<file path="config.mk">
export PLATFORM = sky130hd
export DESIGN_NAME = uart_packet_framer_flat
export DESIGN_NICKNAME = d
export VERILOG_FILES = /design/src/rtl/uart_frame_pkg.sv /design/src/rtl/uart_packet_framer_if.sv /design/src/rtl/uart_packet_framer.sv /design/src/flat_wrapper.sv
export SDC_FILE = /design/constraint.sdc
export NUM_CORES = 1
export LEC_CHECK = 0
export CAP_MARGIN = 20
export CORE_MARGIN = 5
export CORE_UTILIZATION = 45
export DETAILED_ROUTE_END_ITERATION = 10
export MAX_ROUTING_LAYER = met4
export PLACE_DENSITY_LB_ADDON = 0.3
export SLEW_MARGIN = 10
export SYNTH_ARGS = -nofsm -noshare
export SYNTH_HDL_FRONTEND = slang
export SYNTH_SLANG_ARGS = --single-unit
</file>
<file path="constraint.sdc">
create_clock -name clk -period 4.76 [get_ports clk]
set_input_delay 0.476 -clock clk [delete_from_list [all_inputs] [get_ports clk]]
set_output_delay 0.476 -clock clk [all_outputs]
set_load 0.005 [all_outputs]
</file>
<file path="src/rtl/uart_frame_pkg.sv">
// Shared types, constants and checksum helper for the UART packet framer.
package uart_frame_pkg;

  typedef enum logic [1:0] {
    IDLE,
    SEND,
    GAP
  } framer_state_t;

  localparam int unsigned FRAME_LEN_CSUM   = 6;
  localparam int unsigned FRAME_LEN_NOCSUM = 5;

  typedef logic [2:0] byte_idx_t;

  // Two's complement of the modulo-256 payload sum, so payload + checksum == 0 mod 256.
  function automatic logic [7:0] frame_checksum(input logic [7:0]  addr,
                                                input logic [7:0]  mode,
                                                input logic [15:0] data);
    logic [7:0] sum;
    sum = addr + mode + data[15:8] + data[7:0];
    return (~sum) + 8'd1;
  endfunction

endpackage

</file>
<file path="src/rtl/uart_packet_framer_if.sv">
// Byte-stream valid/ready handshake between the framer and the UART transmitter.
interface uart_packet_framer_if;
  logic [7:0] tx_byte;
  logic       tx_valid;
  logic       tx_ready;

  modport master (
    output tx_byte,
    output tx_valid,
    input  tx_ready
  );

  modport slave (
    input  tx_byte,
    input  tx_valid,
    output tx_ready
  );
endinterface

</file>
<file path="src/rtl/uart_packet_framer.sv">
// Captures one result packet and serialises it as a fixed-length byte frame followed by an
// inter-frame gap. Optional trailing checksum byte is enabled by defining FRAMER_CHECKSUM_EN.
module uart_packet_framer
  import uart_frame_pkg::*;
#(
  parameter logic [7:0]  SYNC_BYTE  = 8'hA5,
  parameter int unsigned GAP_CYCLES = 16
) (
  input  logic                 clk,
  input  logic                 reset,
  input  logic                 data_ready,
  input  logic [7:0]           toPC_address,
  input  logic [7:0]           toPC_mode,
  input  logic [15:0]          toPC_data,
  output logic                 tx_complete,
  uart_packet_framer_if.master tx,
  output logic                 overrun,
  output logic [15:0]          frames_sent
);

  localparam int unsigned GapW = (GAP_CYCLES > 1) ? $clog2(GAP_CYCLES) : 1;
  localparam logic [GapW-1:0] GapLoad = (GAP_CYCLES == 0) ? '0 : GapW'(GAP_CYCLES - 1);

`ifdef FRAMER_CHECKSUM_EN
  localparam byte_idx_t LastIdx = byte_idx_t'(FRAME_LEN_CSUM - 1);
`else
  localparam byte_idx_t LastIdx = byte_idx_t'(FRAME_LEN_NOCSUM - 1);
`endif

  framer_state_t   state_q, state_d;
  byte_idx_t       idx_q, idx_d;
  logic [GapW-1:0] gap_q, gap_d;
  logic [7:0]      addr_q, addr_d;
  logic [7:0]      mode_q, mode_d;
  logic [15:0]     data_q, data_d;
  logic            overrun_q, overrun_d;
  logic [15:0]     frames_sent_q, frames_sent_d;
`ifdef FRAMER_CHECKSUM_EN
  logic [7:0]      csum_q, csum_d;
`endif

  // Dropping in the capture cycle keeps the arbiter from queuing a second packet behind this one.
  assign tx_complete = (state_q == IDLE) && !data_ready;
  assign overrun     = overrun_q;
  assign frames_sent = frames_sent_q;
  assign tx.tx_valid = (state_q == SEND);

  // Byte mux: selects the frame byte at the current index while sending.
  always_comb begin
    tx.tx_byte = 8'h00;
    if (state_q == SEND) begin
      unique case (idx_q)
        3'd0:    tx.tx_byte = SYNC_BYTE;
        3'd1:    tx.tx_byte = addr_q;
        3'd2:    tx.tx_byte = mode_q;
        3'd3:    tx.tx_byte = data_q[15:8];
        3'd4:    tx.tx_byte = data_q[7:0];
`ifdef FRAMER_CHECKSUM_EN
        3'd5:    tx.tx_byte = csum_q;
`endif
        default: tx.tx_byte = 8'h00;
      endcase
    end
  end

  // Next-state logic: capture, byte sequencing, gap countdown and overrun tracking.
  always_comb begin
    state_d       = state_q;
    idx_d         = idx_q;
    gap_d         = gap_q;
    addr_d        = addr_q;
    mode_d        = mode_q;
    data_d        = data_q;
    overrun_d     = overrun_q;
    frames_sent_d = frames_sent_q;
`ifdef FRAMER_CHECKSUM_EN
    csum_d        = csum_q;
`endif

    if (data_ready && (state_q != IDLE)) begin
      overrun_d = 1'b1;
    end

    unique case (state_q)
      IDLE: begin
        if (data_ready) begin
          addr_d  = toPC_address;
          mode_d  = toPC_mode;
          data_d  = toPC_data;
`ifdef FRAMER_CHECKSUM_EN
          csum_d  = frame_checksum(toPC_address, toPC_mode, toPC_data);
`endif
          idx_d   = '0;
          state_d = SEND;
        end
      end
      SEND: begin
        if (tx.tx_ready) begin
          if (idx_q == LastIdx) begin
            idx_d         = '0;
            frames_sent_d = frames_sent_q + 16'd1;
            if (GAP_CYCLES == 0) begin
              state_d = IDLE;
            end else begin
              state_d = GAP;
              gap_d   = GapLoad;
            end
          end else begin
            idx_d = idx_q + 3'd1;
          end
        end
      end
      GAP: begin
        if (gap_q == '0) begin
          state_d = IDLE;
        end else begin
          gap_d = gap_q - GapW'(1);
        end
      end
      default: state_d = IDLE;
    endcase
  end

  // State and datapath registers with synchronous reset.
  always_ff @(posedge clk) begin
    if (reset) begin
      state_q       <= IDLE;
      idx_q         <= '0;
      gap_q         <= '0;
      addr_q        <= '0;
      mode_q        <= '0;
      data_q        <= '0;
      overrun_q     <= 1'b0;
      frames_sent_q <= '0;
`ifdef FRAMER_CHECKSUM_EN
      csum_q        <= '0;
`endif
    end else begin
      state_q       <= state_d;
      idx_q         <= idx_d;
      gap_q         <= gap_d;
      addr_q        <= addr_d;
      mode_q        <= mode_d;
      data_q        <= data_d;
      overrun_q     <= overrun_d;
      frames_sent_q <= frames_sent_d;
`ifdef FRAMER_CHECKSUM_EN
      csum_q        <= csum_d;
`endif
    end
  end

endmodule
</file>
<file path="src/flat_wrapper.sv">
// flat-port wrapper written by rule: the top's interface ports become plain ports
module uart_packet_framer_flat import uart_frame_pkg::*;
#(
  parameter logic [7:0]  SYNC_BYTE  = 8'hA5,
  parameter int unsigned GAP_CYCLES = 16
)
  (clk, reset, data_ready, toPC_address, toPC_mode, toPC_data, tx_complete, overrun, frames_sent, tx_tx_byte, tx_tx_valid, tx_tx_ready);
  uart_packet_framer_if tx_i ();
  input  logic clk;
  input  logic reset;
  input  logic data_ready;
  input  logic [7:0] toPC_address;
  input  logic [7:0] toPC_mode;
  input  logic [15:0] toPC_data;
  output logic tx_complete;
  output logic overrun;
  output logic [15:0] frames_sent;
  output wire logic [$bits(tx_i.tx_byte)-1:0] tx_tx_byte;
  output wire logic [$bits(tx_i.tx_valid)-1:0] tx_tx_valid;
  input wire logic [$bits(tx_i.tx_ready)-1:0] tx_tx_ready;
  assign tx_tx_byte = tx_i.tx_byte;
  assign tx_tx_valid = tx_i.tx_valid;
  assign tx_i.tx_ready = tx_tx_ready;
  uart_packet_framer #(.SYNC_BYTE(SYNC_BYTE), .GAP_CYCLES(GAP_CYCLES)) u_core (.clk(clk), .reset(reset), .data_ready(data_ready), .toPC_address(toPC_address), .toPC_mode(toPC_mode), .toPC_data(toPC_data), .tx_complete(tx_complete), .tx(tx_i), .overrun(overrun), .frames_sent(frames_sent));
endmodule
</file>
; ---- Word-level counts from Yosys, hierarchy flattened
; Cells that the tools add are included.
; W data, S select, Z words.
[totals]
wordCells = 51
register_bits = 58
out_inout_bits = 27
in_bits = 36
[classes]
n_addsub = 3
reduce_logical = 14
mux = 15
n_eq_ne = 11
[op_table]
columns = operator, count
row1 = $pmux W8 S5, 1
row2 = $add A16 B1 Y16 const B, 1
row3 = $mux W4, 3
row4 = $mux W3, 3
row5 = $mux W2, 4
row6 = $mux W8, 1
row7 = $pmux W4 S2, 1
row8 = $reduce_and A4 Y1, 2
row9 = $eq A3 B2 Y1 const B, 2
row10 = $ne A2 B1 Y1 const B, 3
row11 = $pmux W2 S3, 1
row12 = $pmux W3 S2, 1
row13 = $reduce_and A3 Y1, 2
row14 = $reduce_bool A2 Y1, 3
row15 = $logic_not A4 Y1, 1
row16 = $ne A2 B2 Y1 const B, 2
row17 = $sub A4 B1 Y4 const B, 1
row18 = $add A3 B1 Y3 const B, 1
row19 = $eq A3 B1 Y1 const B, 1
row20 = $eq A3 B3 Y1 const B, 1
row21 = $logic_not A3 Y1, 1
row22 = $eq A2 B1 Y1 const B, 1
row23 = $eq A2 B2 Y1 const B, 1
row24 = $logic_and A1 B1 Y1, 2
row25 = 3 further kinds, 3

; ---- Logic depth before layout (Yosys ltp)
; Gate-level depths: netlist (run 1).
[depth]
depth_word = 4
ltp_mapped = 8
depth_no_buf = 6

; ---- Worst setup path before layout (run 1)
; Ideal clock, no wire load.
[synth_path]
kind = register to output
startpoint = register u_core.idx_q[2]
endpoint = output tx_tx_byte[0]
path_stages_with_launch = 9
t_required_ns = 4.284
arrival_time_ns = 1.652
slack_ns = 2.632
path_buffers = 3
path_cell_list = dfxtp_1 -> buf_4 -> clkbuf_1 -> inv_1 -> ha_1 -> buf_1 -> a222oi_1 -> o21a_1 -> nor2_1
[synth_via]
elab_chain_cells = 3
elab_cells_between_ends = 7
cone_classes = eq/ne: 4 / mux: 2 / reduce/logical: 1
[synth_rtl]
columns = item, line_no
row1 = from (decl), uart_packet_framer.sv:31  ; byte_idx_t idx_q, idx_d;
row2 = from (signal assigned), uart_packet_framer.sv:140  ; idx_q <= idx_d;
row3 = $eq A3 B3 Y1 (tied with other cells), uart_packet_framer.sv:52  ; unique case (idx_q)
row4 = $pmux W8 S5 *, uart_packet_framer.sv:52
row5 = $mux W8 *, uart_packet_framer.sv:51  ; if (state_q == SEND) begin
row6 = to (decl), flat_wrapper.sv:18  ; output wire logic [$bits(tx_i.tx_byte)-1:0] tx_tx_byte;
; Mark *: on every way between the ends. The rest lies on a longest branch, timed or not.

; ---- Final worst setup path (run 1)
[layout_path]
startpoint = register u_core.idx_q[2]
endpoint = output tx_tx_byte[5]
; The elaborated chain is that of the path after synthesis.

==> results of run 1 <==
[final cells by class]
class | count | area (um^2)
fill | 498 | 2090
clock buffer | 13 | 169
timing repair buffer | 64 | 642
clock inverter | 2 | 35.0
multi-input combinational | 245 | 1340
inverter | 12 | 45.0
tap | 72 | 90.1
sequential | 58 | 1160
[registers in the layout, summed over array words and instances, names as in the netlist]
register,count
u_core.gap_q,4
u_core.data_q,16
u_core.state_q,2
u_core.overrun,1
u_core.frames_sent,16
u_core.mode_q,8
u_core.idx_q,3
u_core.addr_q,8
[worst min-delay path by stage]
stage | startpoint | endpoint | slack, ns | cells past startpoint
2_1_floorplan | u_core.mode_q[5] | u_core.mode_q[5] | 0.44 | 2
3_3_place_gp | u_core.mode_q[4] | u_core.mode_q[4] | 0.45 | 2
3_5_place_dp | u_core.data_q[7] | u_core.data_q[7] | 0.45 | 2
4_1_cts | u_core.overrun | u_core.overrun | 0.46 | 2
5_1_grt | u_core.overrun | u_core.overrun | 0.47 | 2
6_report | u_core.overrun | u_core.overrun | 0.46 | 2
[cells by family (layout without fill, tap and decap cells)]
group                    Yosys count  count (layout)  share of synthesized area
AO/OA/AOI/OAI                     82              82                      0.187
AND/OR/NAND/NOR                  143             143                      0.245
buffers and inverters             33              91                     0.0490
adder cells (fa/ha/maj)            7               7                     0.0333
XOR/XNOR                          12              12                     0.0400
flip-flops                        58              58                      0.442
multiplexers                       1               1                    0.00429
[worst min-delay path: cells and delay by family, from the launching register on]
kind,cells,cell delay (ns)
buffers and inverters,1,0.05
DFF,1,0.31
AOI/OAI and AO/OA,1,0.05
[power by group]
group	switching, mW	internal, mW
Combinational	0.0568	0.0585
Sequential	0.0130	0.504
Clock	0.179	0.281
Total	0.249	0.844
[layer usage]
layer / up-vias / GRT usage / share of wire
met2: 79 / 0.270 / 0.44
met5: - / - / 0
met4: 0 / 0.0552 / 0.011
met3: 8 / 0.0561 / 0.074
li1: 1267 / - / -
met1: 1124 / 0.240 / 0.47
[cell usage after synthesis (2+ instances only)]
master      n
inv_1      12
nand2_1    77
o21a_1      5
and2_1      3
a222oi_1    5
a221oi_1    4
o21ai_0     6
dfxtp_1    58
nor4_1      3
clkbuf_1   18
nor3_1     10
xnor2_1    10
xor2_1      2
nand3_1     7
o2111ai_1   3
nand4b_1    2
or3_1       3
a211oi_1    3
a21oi_1    52
nor2b_1     2
ha_1        7
nor2_1     25
nand4_1     4
==> results.yml, run 1 <==
setup_path:
  crit_path_start_kind: "flip-flop"
  cp-startpoint: "u_core.idx_q[2]"
  cp_num_cells: 6
  crit_arrival_ns: 2.60
  crit_type: "flip-flop to output pin"
  worstPathMaxFanout: 19
  critPathMaxStageDelay_ns: 0.69
  path_buf_inv: 2
  rrSetupSlack_ns: 2.34
  critPathRequiredTime_ns: 4.28
  critPathCapture: "tx_tx_byte[5]"
  cp_slowest_cell: "dfxtp_1"
  r2r_cells: 6
  r2r-end: "u_core.frames_sent[15]"
  crit_chain: "inv_1, ha_1, a222oi_1, o21a_1, nor2_1, clkdlybuf4s50_1"
  critPathCaptureType: "output pin"
  reg2reg_from: "u_core.idx_q[0]"
  crit_family: "flip-flops"
placement:
  dpl_cell_area_mm2: 0.00326
  place_hpwl_um: 4520
  dp_slack_ns: 2.07
  dp.cells: 450
  port_buffers: 62
  gp_congestion: 0.830
global_route:
  grt_max_degree: 59
  grt_usage: 0.183
  grt_pass1_wl_um: 10600
  antenna_found_initial: 0
  grt_overflow_total: 0
  grt_pass1_vias: 2275
timing:
  hold_viol: 0
  rsz0062_at_grt: "no"
  skew_ns: 0.00348
  fin_tns_setup_ns: 0
  setup_ws_ns: 1.68
  worst-slew-pin-transition_ns: 1.02
  final_max_slew_viol_count: 0
  slew_headroom: 0.321
  worst_hold_slack_ns: 0.458
  max_freq_ghz: 0.325
  setup_viol: 0
  period_minus_slack_ns: 3.08
  period_share: 0.647
cells_and_area:
  final_cell_mix: "nand2_1 (77), clkdlybuf4s50_1 (61), dfxtp_1 (58)"
  utilization: 0.624
  area_growth_pct: 32.4
  diodes: 0
  final_cell_area_mm2: 0.00348
  final_common_cell: "nand2_1"
  fin_nets: 433
  finalNonFillerCells: 466
  drive_gt1_frac: 0.0508
clock_network:
  clk_pin_slew_ns: 0.06
  hold_buffers: 0
  cts_sinks: 58
  postCtsSetupRepairBufs: 0
  clock_path_buffers: 2
  cts_tree: "built"
  htree_levels: 3
  clock-root-buffer: "clkbuf_8"
  cts.repair.resized: 0
  cts_buffers: 9
  clk_latency_ns: 0.34
pwr:
  irDropWorstVdd_mv: 0.189
  pwr_density_cell_mw_per_mm2: 314
  p_leak_nw: 1.23
  power_mw: 1.09
floorplanning:
  core_mm2: 0.00557
  initial_utilization: 0.471
  core.rowCount: 27
  dieArea_mm2: 0.00747
  pin_count: 63
  die_h_um: 86.4
  die_w_um: 86.4
synthesis:
  netlist_area_mm2: 0.00263
  synth.avg_cell_area_um2: 7.82
  synth_cell_type_count: 38
  synth_warnings: 0
  synthArstFlopShare: 0
  synth_cells: 336
  synth_top_area_share: 0.442
  synth-seq-area-share: 0.442
  synth_area_leader_cell: "dfxtp_1"
  synth_ff_type: "dfxtp_1"
  ys_ff_latch: 58
  syn_nets: 379
  synth_edf_count: 0
  synthTopCellsByArea: "dfxtp_1 (44%), nand2_1 (11%), a21oi_1 (9.9%), nor2_1 (3.6%), ha_1 (3.3%)"
drt:
  detail-route-antenna-nets: 0
  num_vias: 2478
  wl_per_cell_um: 13.6
  drt_iter0_markers: 175
  viasPerCell: 5.32
  wl_um: 6350
  drc: 0
  dr.pass1.iters: 7
status:
  status: "completed"
flow_run:
  max_cap_viol_count: 0
worst_hold_path:
  hold_class: "flip-flop to flip-flop"
No activity file was read; power rests on OpenSTA's default activity.
==> run 2, diff against run 1 <==
Clock period 4.76 ns to 3.02 ns, I/O delays scaled along.
==> run 2 against run 1 <==
Wire length grew 3.2%. Final cell count grew 0.86%. Count of clock-buffer cells in the layout shrank 2. Sequential share of layout area shrank 0.69 points. Global-route usage shrank 0.20 points. Clock power grew 110%. Die area is the same. Combinational power grew 58%.
==> results.yml, run 2 (synthesis results as in run 1) <==
setup_path:
  crit_type: "flip-flop to output pin"
  critPathRequiredTime_ns: 2.72
  crit_arrival_ns: 2.39
  worstPathMaxFanout: 17
  cp_slowest_cell: "clkdlybuf4s50_1"
  crit_family: "buffers and inverters"
  crit_path_start_kind: "flip-flop"
  critPathMaxStageDelay_ns: 0.54
  path_buf_inv: 2
  crit_chain: "inv_1, ha_1, o21ai_1, nor2_1, clkdlybuf4s50_1"
  critPathCaptureType: "output pin"
drt:
  drc: 0
  dr.pass1.iters: 6
  drt_iter0_markers: 212
  wl_um: 6550
  wl_per_cell_um: 13.9
  detail-route-antenna-nets: 0
  num_vias: 2529
  viasPerCell: 5.38
clock_network:
  clk_latency_ns: 0.33
  cts_sinks: 58
  cts.repair.resized: 0
  clk_pin_slew_ns: 0.06
  cts_tree: "built"
  clock_path_buffers: 2
  postCtsSetupRepairBufs: 0
  htree_levels: 3
  hold_buffers: 0
  cts_buffers: 9
  clock-root-buffer: "clkbuf_8"
timing:
  worst_hold_slack_ns: 0.456
  slew_headroom: 0.313
  max_freq_ghz: 0.372
  final_max_slew_viol_count: 0
  fin_tns_setup_ns: 0
  period_minus_slack_ns: 2.69
  worst-slew-pin-transition_ns: 1.03
  hold_viol: 0
  rsz0062_at_grt: "no"
  skew_ns: 0.00520
  setup_viol: 0
  period_share: 0.891
cells_and_area:
  final_common_cell: "nand2_1"
  n_fill_cell: 486
  diodes: 0
  area_growth_pct: 35.2
  drive_gt1_frac: 0.0603
  final_cell_mix: "nand2_1 (77), clkdlybuf4s50_1 (61), dfxtp_1 (58)"
  finalNonFillerCells: 470
  fin_nets: 436
  utilization: 0.637
floorplanning:
  dieArea_mm2: 0.00747
  initial_utilization: 0.471
  die_w_um: 86.4
  core.rowCount: 27
  pin_count: 63
  core_mm2: 0.00557
  die_h_um: 86.4
pwr:
  irDropWorstVdd_mv: 0.409
  pwr_density_cell_mw_per_mm2: 548
  power_mw: 1.95
  p_leak_nw: 1.26
global_route:
  grt_pass1_vias: 2232
  grt_usage: 0.181
  antenna_found_initial: 0
  grt_overflow_total: 0
  grt_pass1_wl_um: 10500
  grt_max_degree: 59
placement:
  port_buffers: 62
  place_hpwl_um: 4640
  gp_congestion: 0.812
  dp.cells: 454
flow_run:
  max_cap_viol_count: 0
status:
  status: "completed"
worst_hold_path:
  hold_class: "flip-flop to flip-flop"
==> run 2: routing by layer <==
| layer | global-route usage | up-vias | routed length [um] |
|---|---|---|---|
| li1 | - | 1277 | - |
| met1 | 0.239 | 1162 | 3070 |
| met2 | 0.259 | 82 | 2950 |
| met3 | 0.0627 | 8 | 461 |
| met4 | 0.0567 | 0 | 68 |
| met5 | - | - | 0 |
==> run 2: worst register-to-register path, delay by kind of cell, from the launching register on <==
kind | cells | cell delay (ns)
AOI/OAI and AO/OA | 1 | 0.14
adders and majority gates | 1 | 0.52
buffers and inverters | 1 | 0.11
DFF | 1 | 0.34
and+or+nand+nor | 3 | 1.20
==> run 2: metrics by stage <==
stage	worst slack (ns)	cell area (um^2)
finish	0.329	3550
global route	0.119	3550
CTS	0.324	3550
detailed placement	0.649	3290
global placement	0.728	3290
floorplan	1.07	2630
==> run 2: final cells by class <==
class | count | area [um^2] | share of cell area
Multi-Input combinational cell | 245 | 1340 | 0.376
Sequential cell | 58 | 1160 | 0.327
Timing Repair Buffer | 67 | 653 | 0.184
Clock buffer | 11 | 141 | 0.0398
Clock inverter | 5 | 125 | 0.0352
Tap cell | 72 | 90.1 | 0.0254
Inverter | 12 | 45.0 | 0.0127
==> run 2: report_power, final <==
group / leakage (nW) / switching [mW] / internal (mW) / total [mW]
clock network: 0.134 / 0.295 / 0.653 / 0.948
logic: 0.659 / 0.0897 / 0.0923 / 0.182
registers: 0.473 / 0.0216 / 0.795 / 0.816
total: 1.26 / 0.406 / 1.54 / 1.95
==> run 2: path summary, 6_finish.rpt <==
check                                       from                endpoint  slack, ns  cells past startpoint
worst max-delay path             u_core.idx_q[0]           tx_tx_byte[4]       0.33                      5
worst min-delay path            u_core.mode_q[2]        u_core.mode_q[2]       0.46                      2
worst min register to register  u_core.mode_q[2]        u_core.mode_q[2]       0.46                      2
worst max register to register   u_core.idx_q[0]  u_core.frames_sent[15]       0.63                      6
==> run 3, diff against run 2 <==
Settings changed: GPL_TIMING_DRIVEN from default to 1.
==> results of run 3 <==
No change in the layout: final DEF, timing and power equal those of run 2.
